<file path="config.mk">
export PLATFORM = sky130hd
export DESIGN_NAME = wb_port_arbiter_flat
export DESIGN_NICKNAME = d
export VERILOG_FILES = /design/src/rtl/wb_port_arbiter_pkg.sv /design/src/rtl/wb_port_arbiter_if.sv /design/src/rtl/wb_port_arbiter_pick.sv /design/src/rtl/wb_port_arbiter.sv /design/src/flat_wrapper.sv
export SDC_FILE = /design/constraint.sdc
export NUM_CORES = 1
export LEC_CHECK = 0
export BUFFER_PORTS_ARGS = -buffer_cell sky130_fd_sc_hd__buf_2
export CORE_AREA = 2 2 146 148
export CTS_BUF_LIST = sky130_fd_sc_hd__clkbuf_4 sky130_fd_sc_hd__clkbuf_8
export CTS_CLUSTER_DIAMETER = 60
export DETAILED_ROUTE_END_ITERATION = 10
export DIE_AREA = 0 0 148 150
export PLACE_DENSITY_LB_ADDON = 0.25
export SYNTH_ARGS = -nofsm -noshare
export SYNTH_HDL_FRONTEND = slang
export SYNTH_SLANG_ARGS = --single-unit
export TNS_END_PERCENT = 5
</file>
<file path="constraint.sdc">
create_clock -name clk -period 5.12 [get_ports clk]
set_clock_uncertainty 0.05 [all_clocks]
set_input_delay 0.512 -clock clk [delete_from_list [all_inputs] [get_ports clk]]
set_output_delay 0.512 -clock clk [all_outputs]
set_load 0.02 [all_outputs]
</file>
<file path="src/rtl/wb_port_arbiter_pkg.sv">
// Shared definitions for the writeback port arbiter: source indices and select type.
package wb_port_arbiter_pkg;

  localparam int N_SRC = 8;
  localparam int SEL_W = 3;

  typedef logic [SEL_W-1:0] src_idx_t;

  localparam src_idx_t SRC_ALU  = 3'd0;
  localparam src_idx_t SRC_SFT  = 3'd1;
  localparam src_idx_t SRC_HILO = 3'd2;
  localparam src_idx_t SRC_MUL  = 3'd3;
  localparam src_idx_t SRC_DIV  = 3'd4;
  localparam src_idx_t SRC_LD   = 3'd5;
  localparam src_idx_t SRC_CP0  = 3'd6;
  localparam src_idx_t SRC_LNK  = 3'd7;

  // True when two or more sources are requesting in the same cycle.
  function automatic logic multi_req(input logic [N_SRC-1:0] v);
    return $countones(v) > 1;
  endfunction

endpackage

</file>
<file path="src/rtl/wb_port_arbiter_if.sv">
// Request/writeback bundle between the eight result sources, the arbiter and the regfile.
interface wb_port_arbiter_if
  import wb_port_arbiter_pkg::*;
#(
  parameter int DW    = 32,
  parameter int RW    = 5,
  parameter int CNT_W = 16
);

  logic                   flush;
  logic [N_SRC-1:0]       req_valid;
  logic [N_SRC*DW-1:0]    req_data;
  logic [N_SRC*RW-1:0]    req_rd;
  logic [N_SRC-1:0]       req_ready;
  logic                   wb_ready;
  logic                   wb_valid;
  logic [DW-1:0]          wb_data;
  logic [RW-1:0]          wb_rd;
  src_idx_t               wb_sel;
  logic [CNT_W-1:0]       conflict_cnt;

  // slave: the arbiter itself; master: the sources plus the regfile port.
  modport slave (
    input  flush, req_valid, req_data, req_rd, wb_ready,
    output req_ready, wb_valid, wb_data, wb_rd, wb_sel, conflict_cnt
  );

  modport master (
    output flush, req_valid, req_data, req_rd, wb_ready,
    input  req_ready, wb_valid, wb_data, wb_rd, wb_sel, conflict_cnt
  );

endinterface

</file>
<file path="src/rtl/wb_port_arbiter_pick.sv">
// rr_pick8: one-cycle pick among eight requesters; masked sources win by lowest index,
// otherwise round-robin starting at ptr.
module rr_pick8
  import wb_port_arbiter_pkg::*;
(
  input  logic [N_SRC-1:0] req,
  input  src_idx_t         ptr,
  input  logic [N_SRC-1:0] prio_mask,
  output logic [N_SRC-1:0] gnt,
  output src_idx_t         idx,
  output logic             any
);

  logic [N_SRC-1:0] hi;
  src_idx_t         cand;

  // NOTE: every output gets a default before any branch, so no path leaves a latch.
  always_comb begin
    idx  = '0;
    any  = 1'b0;
    cand = '0;
    hi   = req & prio_mask;
    if (|hi) begin
      // Descending scan so the lowest set index is the last (winning) assignment.
      for (int i = N_SRC - 1; i >= 0; i--) begin
        if (hi[i]) idx = src_idx_t'(i);
      end
      any = 1'b1;
    end else begin
      // 3-bit addition wraps 7 -> 0 for free.
      for (int k = N_SRC - 1; k >= 0; k--) begin
        cand = ptr + src_idx_t'(k);
        if (req[cand]) idx = cand;
      end
      any = |req;
    end
    gnt      = '0;
    gnt[idx] = any;
  end

endmodule

</file>
<file path="src/rtl/wb_port_arbiter.sv">
// Writeback port arbiter: picks one of eight result sources per cycle and registers
// the winner's data, destination and source index into the regfile output stage.
module wb_port_arbiter
  import wb_port_arbiter_pkg::*;
#(
  parameter int               DW        = 32,
  parameter int               RW        = 5,
  parameter logic [N_SRC-1:0] PRIO_MASK = 8'h00,
  parameter int               CNT_W     = 16
)(
  input  logic                clk,
  input  logic                rst_n,
  wb_port_arbiter_if.slave    bus
);

  src_idx_t         ptr;
  logic [CNT_W-1:0] cnt;
  logic [N_SRC-1:0] gnt;
  src_idx_t         idx;
  logic             any;
  logic             adv;
  logic             grant;
  logic             prio_hit;

  rr_pick8 u_pick (
    .req       (bus.req_valid),
    .ptr       (ptr),
    .prio_mask (PRIO_MASK),
    .gnt       (gnt),
    .idx       (idx),
    .any       (any)
  );

  // The output stage can take a new result when it is empty or being consumed.
  assign adv           = ~bus.flush & (~bus.wb_valid | bus.wb_ready);
  assign grant         = adv & any & rst_n;
  assign prio_hit      = |(bus.req_valid & PRIO_MASK);
  assign bus.req_ready = grant ? gnt : '0;
  assign bus.conflict_cnt = cnt;

  // NOTE: sequential state uses non-blocking assignments so every register samples
  // pre-edge values regardless of statement order.
  always_ff @(posedge clk or negedge rst_n) begin
    if (!rst_n) begin
      bus.wb_valid <= 1'b0;
      bus.wb_data  <= '0;
      bus.wb_rd    <= '0;
      bus.wb_sel   <= SRC_ALU;
    end else if (bus.flush) begin
      bus.wb_valid <= 1'b0;
    end else if (grant) begin
      bus.wb_valid <= 1'b1;
      bus.wb_data  <= bus.req_data[idx*DW +: DW];
      bus.wb_rd    <= bus.req_rd[idx*RW +: RW];
      bus.wb_sel   <= idx;
    end else if (bus.wb_ready) begin
      bus.wb_valid <= 1'b0;
    end
  end

  // Only round-robin grants move the pointer; priority wins leave the rotation alone.
  always_ff @(posedge clk or negedge rst_n) begin
    if (!rst_n) begin
      ptr <= '0;
    end else if (grant && !prio_hit) begin
      ptr <= idx + src_idx_t'(1);
    end
  end

  always_ff @(posedge clk or negedge rst_n) begin
    if (!rst_n) begin
      cnt <= '0;
    end else if (grant && multi_req(bus.req_valid) && (cnt != '1)) begin
      cnt <= cnt + 1'b1;
    end
  end

endmodule

</file>
<file path="src/flat_wrapper.sv">
// flat-port wrapper written by rule: the top's interface ports become plain ports
module wb_port_arbiter_flat import wb_port_arbiter_pkg::*;
#(
  parameter int               DW        = 32,
  parameter int               RW        = 5,
  parameter logic [N_SRC-1:0] PRIO_MASK = 8'h00,
  parameter int               CNT_W     = 16
)
  (clk, rst_n, bus_flush, bus_req_valid, bus_req_data, bus_req_rd, bus_wb_ready, bus_req_ready, bus_wb_valid, bus_wb_data, bus_wb_rd, bus_wb_sel, bus_conflict_cnt);
  wb_port_arbiter_if #(.DW(DW), .RW(RW), .CNT_W(CNT_W)) bus_i ();
  input  logic clk;
  input  logic rst_n;
  input wire logic [$bits(bus_i.flush)-1:0] bus_flush;
  input wire logic [$bits(bus_i.req_valid)-1:0] bus_req_valid;
  input wire logic [$bits(bus_i.req_data)-1:0] bus_req_data;
  input wire logic [$bits(bus_i.req_rd)-1:0] bus_req_rd;
  input wire logic [$bits(bus_i.wb_ready)-1:0] bus_wb_ready;
  output wire logic [$bits(bus_i.req_ready)-1:0] bus_req_ready;
  output wire logic [$bits(bus_i.wb_valid)-1:0] bus_wb_valid;
  output wire logic [$bits(bus_i.wb_data)-1:0] bus_wb_data;
  output wire logic [$bits(bus_i.wb_rd)-1:0] bus_wb_rd;
  output wire logic [$bits(bus_i.wb_sel)-1:0] bus_wb_sel;
  output wire logic [$bits(bus_i.conflict_cnt)-1:0] bus_conflict_cnt;
  assign bus_i.flush = bus_flush;
  assign bus_i.req_valid = bus_req_valid;
  assign bus_i.req_data = bus_req_data;
  assign bus_i.req_rd = bus_req_rd;
  assign bus_i.wb_ready = bus_wb_ready;
  assign bus_req_ready = bus_i.req_ready;
  assign bus_wb_valid = bus_i.wb_valid;
  assign bus_wb_data = bus_i.wb_data;
  assign bus_wb_rd = bus_i.wb_rd;
  assign bus_wb_sel = bus_i.wb_sel;
  assign bus_conflict_cnt = bus_i.conflict_cnt;
  wb_port_arbiter #(.DW(DW), .RW(RW), .PRIO_MASK(PRIO_MASK), .CNT_W(CNT_W)) u_core (.clk(clk), .rst_n(rst_n), .bus(bus_i));
endmodule
</file>
; Yosys cells after proc, flatten, opt, wreduce, memory -nomap -nowiden
; Index checks and enable logic that the tools add are counted.
[word_totals]
register_bits = 60
in_bits = 308
out_inout_bits = 65
word_cells = 80
[op_classes]
n_addsub = 16
multipliers = 1
order_cmp = 11
n_eq_ne = 1
shifts = 2
mux = 30
n_bitwise = 7
reduce_logical = 6
[op_table]
columns = cell, count
row1 = variable part select 256 x 9 -> 32 bit, 1
row2 = adder 32 bit, 3
row3 = variable part select 40 x 7 -> 5 bit, 1
row4 = "< comparator 3 x 4 -> 1 bit, second input constant", 9
row5 = "> comparator 32 x 2 -> 1 bit, second input constant", 1
row6 = binary-select mux 1 bit (select 3 bit), 8
row7 = two-way mux 3 bit, 8
row8 = "adder 16 x 1 -> 16 bit, second input constant", 1
row9 = "inequality test 16 bit, second input constant", 1
row10 = "adder 3 bit, second input constant", 4
row11 = two-way mux 1 bit, 12
row12 = adder 1 x 1 -> 2 bit, 4
row13 = bitwise AND 8 bit, 1
row14 = two-way mux 8 bit, 1
row15 = OR reduction 8 bit, 1
row16 = "adder 3 x 1 -> 3 bit, second input constant", 2
row17 = "adder 3 x 2 -> 3 bit, second input constant", 2
row18 = "multiplier 3 x 3 -> 6 bit, second input constant", 1
row19 = bitwise AND 1 bit, 3
row20 = demux 1 bit (select 3 bit), 1
row21 = "greater-or-equal comparator 3 x 1 -> 1 bit, second input constant", 1
row22 = logical AND 1 bit, 3
row23 = nonzero test 3 bit, 1
row24 = NOT 1 bit, 2
row25 = other kinds (2), 2

; Logic depth before layout (Yosys ltp)
[depth]
depth_word = 17
depth_mapped = 18
mapped_depth_nobuf = 14

; By module
; A second synthesis with hierarchy kept.
[unflattened]
hier_cells = 544
area_unflattened_um2 = 6072.1
[by_module_without_submodules]
columns = module, instances, cells_each, area_each_um2, seq_area_each_um2
row1 = wb_port_arbiter, 1, 386, 4742.0, 1501.4
row2 = rr_pick8, 1, 158, 1330.0, 0.0

; Worst setup path before layout
; OpenSTA, ideal clock, no wires.
[synth_timing]
kind = register to output
start = register u_core.ptr[1]
end = output bus_req_ready[1]
arrival_time_ps = 3547
t_required_ps = 4558
path_slack_ps = 1011
path_stages_with_launch = 17
n_path_buf = 5
path_cell_list = dfrtp_1 > buf_2 > buf_6 > clkinv_1 > ha_1 > buf_2 > buf_6 > mux2_2 > mux2i_1 > a221oi_1 > a21o_1 > o211ai_1 > nand2_8 > inv_6 > buf_2 > nand2_1 > nor2_1
[synth_via]
elab_chain_cells = 17
word_cells_on_any_way = 38
cone_classes = 7 x add/sub / 2 x order compare / 27 x mux / 1 x bitwise / 1 x reduce/logical
[synth_rtl]
columns = element, line_no
row1 = from (decl), wb_port_arbiter.sv:16  ; src_idx_t ptr;
row2 = from (signal assigned), wb_port_arbiter.sv:66  ; ptr <= idx + src_idx_t'(1);
row3 = adder 3 bit, wb_port_arbiter_pick.sv:32  ; cand = ptr + src_idx_t'(k);
row4 = binary-select mux 1 bit (select 3 bit), wb_port_arbiter_pick.sv:33  ; if (req[cand]) idx = cand;
row5 = two-way mux 1 bit (implied by the code), wb_port_arbiter_pick.sv:33
row6 = two-way mux 3 bit (7 in series), wb_port_arbiter_pick.sv:33
row7 = two-way mux 3 bit (*), wb_port_arbiter_pick.sv:33
row8 = net u_core.idx[0], wb_port_arbiter.sv:19  ; src_idx_t idx;
row9 = < comparator 3 x 4 -> 1 bit (implied by the code) / greater-or-equal comparator 3 x 1 -> 1 bit (equally long branches), wb_port_arbiter_pick.sv:38  ; gnt[idx] = any;
row10 = logical AND 1 bit (implied by the code), wb_port_arbiter_pick.sv:38
row11 = two-way mux 1 bit (implied by the code), wb_port_arbiter_pick.sv:38
row12 = demux 1 bit (select 3 bit) (*), wb_port_arbiter_pick.sv:38
row13 = bitwise AND 8 bit (no line) (*), -
row14 = two-way mux 8 bit (*), wb_port_arbiter.sv:38  ; assign bus.req_ready = grant ? gnt : '0;
row15 = to (decl), flat_wrapper.sv:18  ; output wire logic [$bits(bus_i.req_ready)-1:0] bus_req_ready;
; The timed path passes the listed nets; every way through them passes the cells marked *. The select of a mux whose other input is x is not followed.

; Worst setup path after layout
[layout_timing]
start = register u_core.ptr[1]
end = output bus_req_ready[1]
[layout_via]
elab_chain_cells = 17
word_cells_on_any_way = 38
cone_classes = 7 x add/sub / 2 x order compare / 27 x mux / 1 x bitwise / 1 x reduce/logical
[layout_rtl]
columns = element, line_no
row1 = adder 3 bit, wb_port_arbiter_pick.sv:32
row2 = binary-select mux 1 bit (select 3 bit), wb_port_arbiter_pick.sv:33
row3 = two-way mux 1 bit (implied by the code), wb_port_arbiter_pick.sv:33
row4 = two-way mux 3 bit (7 in series), wb_port_arbiter_pick.sv:33
row5 = two-way mux 3 bit (*), wb_port_arbiter_pick.sv:33
row6 = < comparator 3 x 4 -> 1 bit (implied by the code) / greater-or-equal comparator 3 x 1 -> 1 bit (equally long branches), wb_port_arbiter_pick.sv:38
row7 = logical AND 1 bit (implied by the code), wb_port_arbiter_pick.sv:38
row8 = two-way mux 1 bit (implied by the code), wb_port_arbiter_pick.sv:38
row9 = demux 1 bit (select 3 bit) (*), wb_port_arbiter_pick.sv:38
row10 = bitwise AND 8 bit (no line) (*), -
row11 = two-way mux 8 bit (*), wb_port_arbiter.sv:38
; Every way passes the cells marked *; elsewhere a longest branch is shown, timed or not. The select of a mux whose other input is x is not followed.

==> results.json <==
{
  "grt_pass1_wl_mm": 35.0,
  "multi_input_area_um2": 4640,
  "seqCellArea_um2": 1500,
  "synth_top_family_by_area": "multiplexers",
  "drc": 0,
  "max_freq_mhz": 215,
  "synth_area_leaders": "mux2i_1 28%, dfrtp_1 23%, o221ai_1 4.7%",
  "cp.required_ps": 4560,
  "yosys.area_share.simple_pct": 12.7,
  "root_buffer": "clkbuf_8",
  "fin_crit_ps": 4660,
  "setup-violations-final": 0,
  "syn-num-nets": 1002,
  "cp_max_fo": 26,
  "grt_max_degree": 62,
  "slowest_stage": "ha_2",
  "drtIter0Drc": 283,
  "cts_buffer_depth": 2,
  "start_kind": "flop",
  "track_usage_pct": 20.2,
  "port_buffers": 372,
  "cp_top_family": "compound AO/OA/AOI/OAI gates",
  "r2r-start": "u_core.ptr[0]",
  "htreeDepth": 3,
  "hold_class": "input pin to asynchronous set/reset pin",
  "die_y_um": 150,
  "syn_to_final_growth_pct": 32.7,
  "antenna_cells": 0,
  "avgSynthCellArea_um2": 9.84,
  "synth-xor-area-share_pct": 2.99,
  "grt_overflow": 0,
  "switchingPower_w": 0.00414,
  "place_congestion": 0.844,
  "synthesis.instances": 676,
  "ctsHoldBuffers": 0,
  "r2r_setup_slack_ps": 870,
  "routedWlPerCell_um": 18.1,
  "cp.depth": 12,
  "worstPathCellList": "clkinv_1 > ha_2 > mux2_2 > mux2i_1 > a221oi_1 > a21o_1 > o211ai_1 > nand2_8 > inv_6 > nand2_1 > nor2_1 > buf_2",
  "fp.dieW_um": 148,
  "period_share_pct": 91.0,
  "nets": 1347,
  "combPwrFrac_pct": 83.6,
  "wirelength_mm": 23.5,
  "hpwlAfterDp_mm": 18.3,
  "ir_worst_vdd_mv": 0.543,
  "fill_cells": 2097,
  "final_hold_viol_count": 0,
  "cp-end-kind": "output port",
  "num_rows": 53,
  "layout-drive-gt1-share_pct": 42.4,
  "via_per_inst": 5.06,
  "synth_most_common_cell": "mux2i_1",
  "seqPwrFrac_pct": 10.1,
  "synth_compound_area_share_pct": 17.7,
  "synth_top_area_share_pct": 27.5,
  "io_pins": 373,
  "yosysSeqAreaShare_pct": 22.6,
  "power.density_nw_per_um2": 887,
  "synth_fa_ha_area_share_pct": 3.84,
  "cts.sinks": 60,
  "path_class": "flop to output port",
  "clkTransAtPathRegs_ps": 80,
  "clk_latency_ps": 360,
  "status": "complete, no violations",
  "grt_pass1_vias": 6371,
  "dp_cells": 1285,
  "drt-pass1-iter-count": 7,
  "antenna_found_initial": 1,
  "synth_top_cell_by_area": "mux2i_1",
  "cts_setup_buffers": 0,
  "instances_no_fill": 1301,
  "slew_viol_final": 0,
  "r2r-end": "u_core.bus.wb_data[4]",
  "cp-startpoint": "u_core.ptr[1]",
  "endpoint": "bus_req_ready[1]",
  "synth_seq_cells": 60,
  "rsz0062_at_grt": "false",
  "leakage_nw": 4.42,
  "worstPathArrival_ps": 4100,
  "reg2regPathDepth": 13,
  "cts_tree": "done",
  "synth_flop_cell": "dfrtp_1",
  "relSlewSlack_pct": 30.9,
  "ys_warn_count": 0,
  "synth_common_cells": "183 x mux2i_1, 60 x dfrtp_1, 36 x o221ai_1",
  "internal_power_w": 0.00368,
  "fin_setup_tns_ps": 0,
  "ys_types": 67,
  "synth_mux_area_share_pct": 32.5,
  "swShare_pct": 52.9,
  "max_cap_viol_count": 0,
  "tightest_slew_ps": 1040,
  "async_reset_ff_share_pct": 100,
  "cts_buffers": 9,
  "synthesis.area_um2": 6650,
  "dieArea_um2": 22200,
  "pwr-share-clk_pct": 6.4,
  "synth_edf_count": 0,
  "crit_buf_inv": 3,
  "via_count": 6585,
  "max_stage_delay_ps": 650,
  "antenna_left": 0,
  "core-area_um2": 20700,
  "start_util_pct": 32.1
}
==> power groups by stage <==
stage | clock (W) | combinational [W] | sequential (W)
after floorplan | 0 | 0.00526 | 0.000964
after global placement | 0 | 0.00657 | 0.000793
after detailed placement | 0 | 0.00660 | 0.000793
after CTS | 0.000516 | 0.00661 | 0.000787
after global routing | 0.000540 | 0.00707 | 0.000813
final | 0.000497 | 0.00654 | 0.000787
==> sequential cells by signal, indices dropped and copies added (netlist names) <==
register / count
u_core.bus.conflict_cnt: 16
u_core.ptr: 3
u_core.bus.wb_valid: 1
u_core.bus.wb_rd: 5
u_core.bus.wb_sel: 3
u_core.bus.wb_data: 32
==> timing repair <==
item / in CTS / in global routing
setup endpoints to repair: 0 / 3
resized for setup: 0 / 1
endpoints found under the hold margin: 0 / 0
==> stage by stage <==
stage | area, µm² | utilization, % | setup slack (ps) | hold WS (ps) | power [W]
floorplan | 6650 | - | 1010 | 166 | 0.00623
global placement | 8600 | 41.6 | 723 | 408 | 0.00736
detailed placement | 8600 | 41.6 | 663 | 416 | 0.00739
CTS | 8820 | 42.6 | 242 | 289 | 0.00792
global route | 8820 | 42.7 | 133 | 310 | 0.00842
finish | 8820 | 42.7 | 459 | 270 | 0.00783
==> worst min path at each step <==
stage,depth (start not counted),end,slack (ps)
floorplan,0,u_core.bus.conflict_cnt[0],170
global placement,2,u_core.bus.wb_sel[0],410
detailed placement,2,u_core.bus.wb_sel[0],420
CTS,2,u_core.bus.wb_valid,290
global route,2,u_core.bus.wb_valid,310
finish,2,u_core.bus.wb_valid,270
==> cell usage in the layout (no fill, tap or decap), types with 7 or more instances in the layout <==
cell | synthesis | final
inv_1 | 30 | 30
dfrtp_1 | 60 | 60
nor2b_1 | 34 | 34
o21ai_0 | 9 | 9
xor2_1 | 7 | 7
buf_4 | 3 | 11
mux2i_1 | 183 | 183
a22o_1 | 32 | 32
mux4_2 | 11 | 11
o221ai_1 | 36 | 36
clkbuf_8 | 0 | 9
o32ai_1 | 8 | 8
xnor2_1 | 12 | 12
nand2_1 | 28 | 28
nand2b_1 | 33 | 33
ha_1 | 14 | 13
nand3_1 | 8 | 8
nor2_1 | 22 | 21
buf_2 | 13 | 372
a211oi_1 | 10 | 10
==> final cells by class <==
class | instances | share of cell area (%)
Multi-Input combinational cell | 532 | 52.6
Timing Repair Buffer | 385 | 22.5
Sequential cell | 60 | 17.0
Tap cell | 275 | 3.90
Inverter | 33 | 1.49
Clock buffer | 9 | 1.40
Clock inverter | 7 | 1.13
==> routing by layer <==
| metal | vias up | routed length [µm] | global-route usage (%) | share of wire [%] |
|---|---|---|---|---|
| li1 | 3246 | - | - | - |
| met1 | 3116 | 9800 | 25.2 | 42 |
| met2 | 202 | 12300 | 36.4 | 52 |
| met3 | 19 | 1150 | 3.75 | 4.9 |
| met4 | 2 | 215 | 3.86 | 0.92 |
| met5 | - | 11 | 0 | 0.047 |
==> logic make-up (layout without fill, tap and decap cells) <==
| kind of cell | count (synthesis) | in the layout |
|---|---|---|
| muxes | 201 | 201 |
| adders and majority gates | 18 | 18 |
| buffers and inverters | 84 | 434 |
| and+or+nand+nor | 152 | 152 |
| xor gates and xnor gates | 21 | 21 |
| DFF | 60 | 60 |
| AOI/OAI and AO/OA | 140 | 140 |
Power figures use the tool's default switching activity.
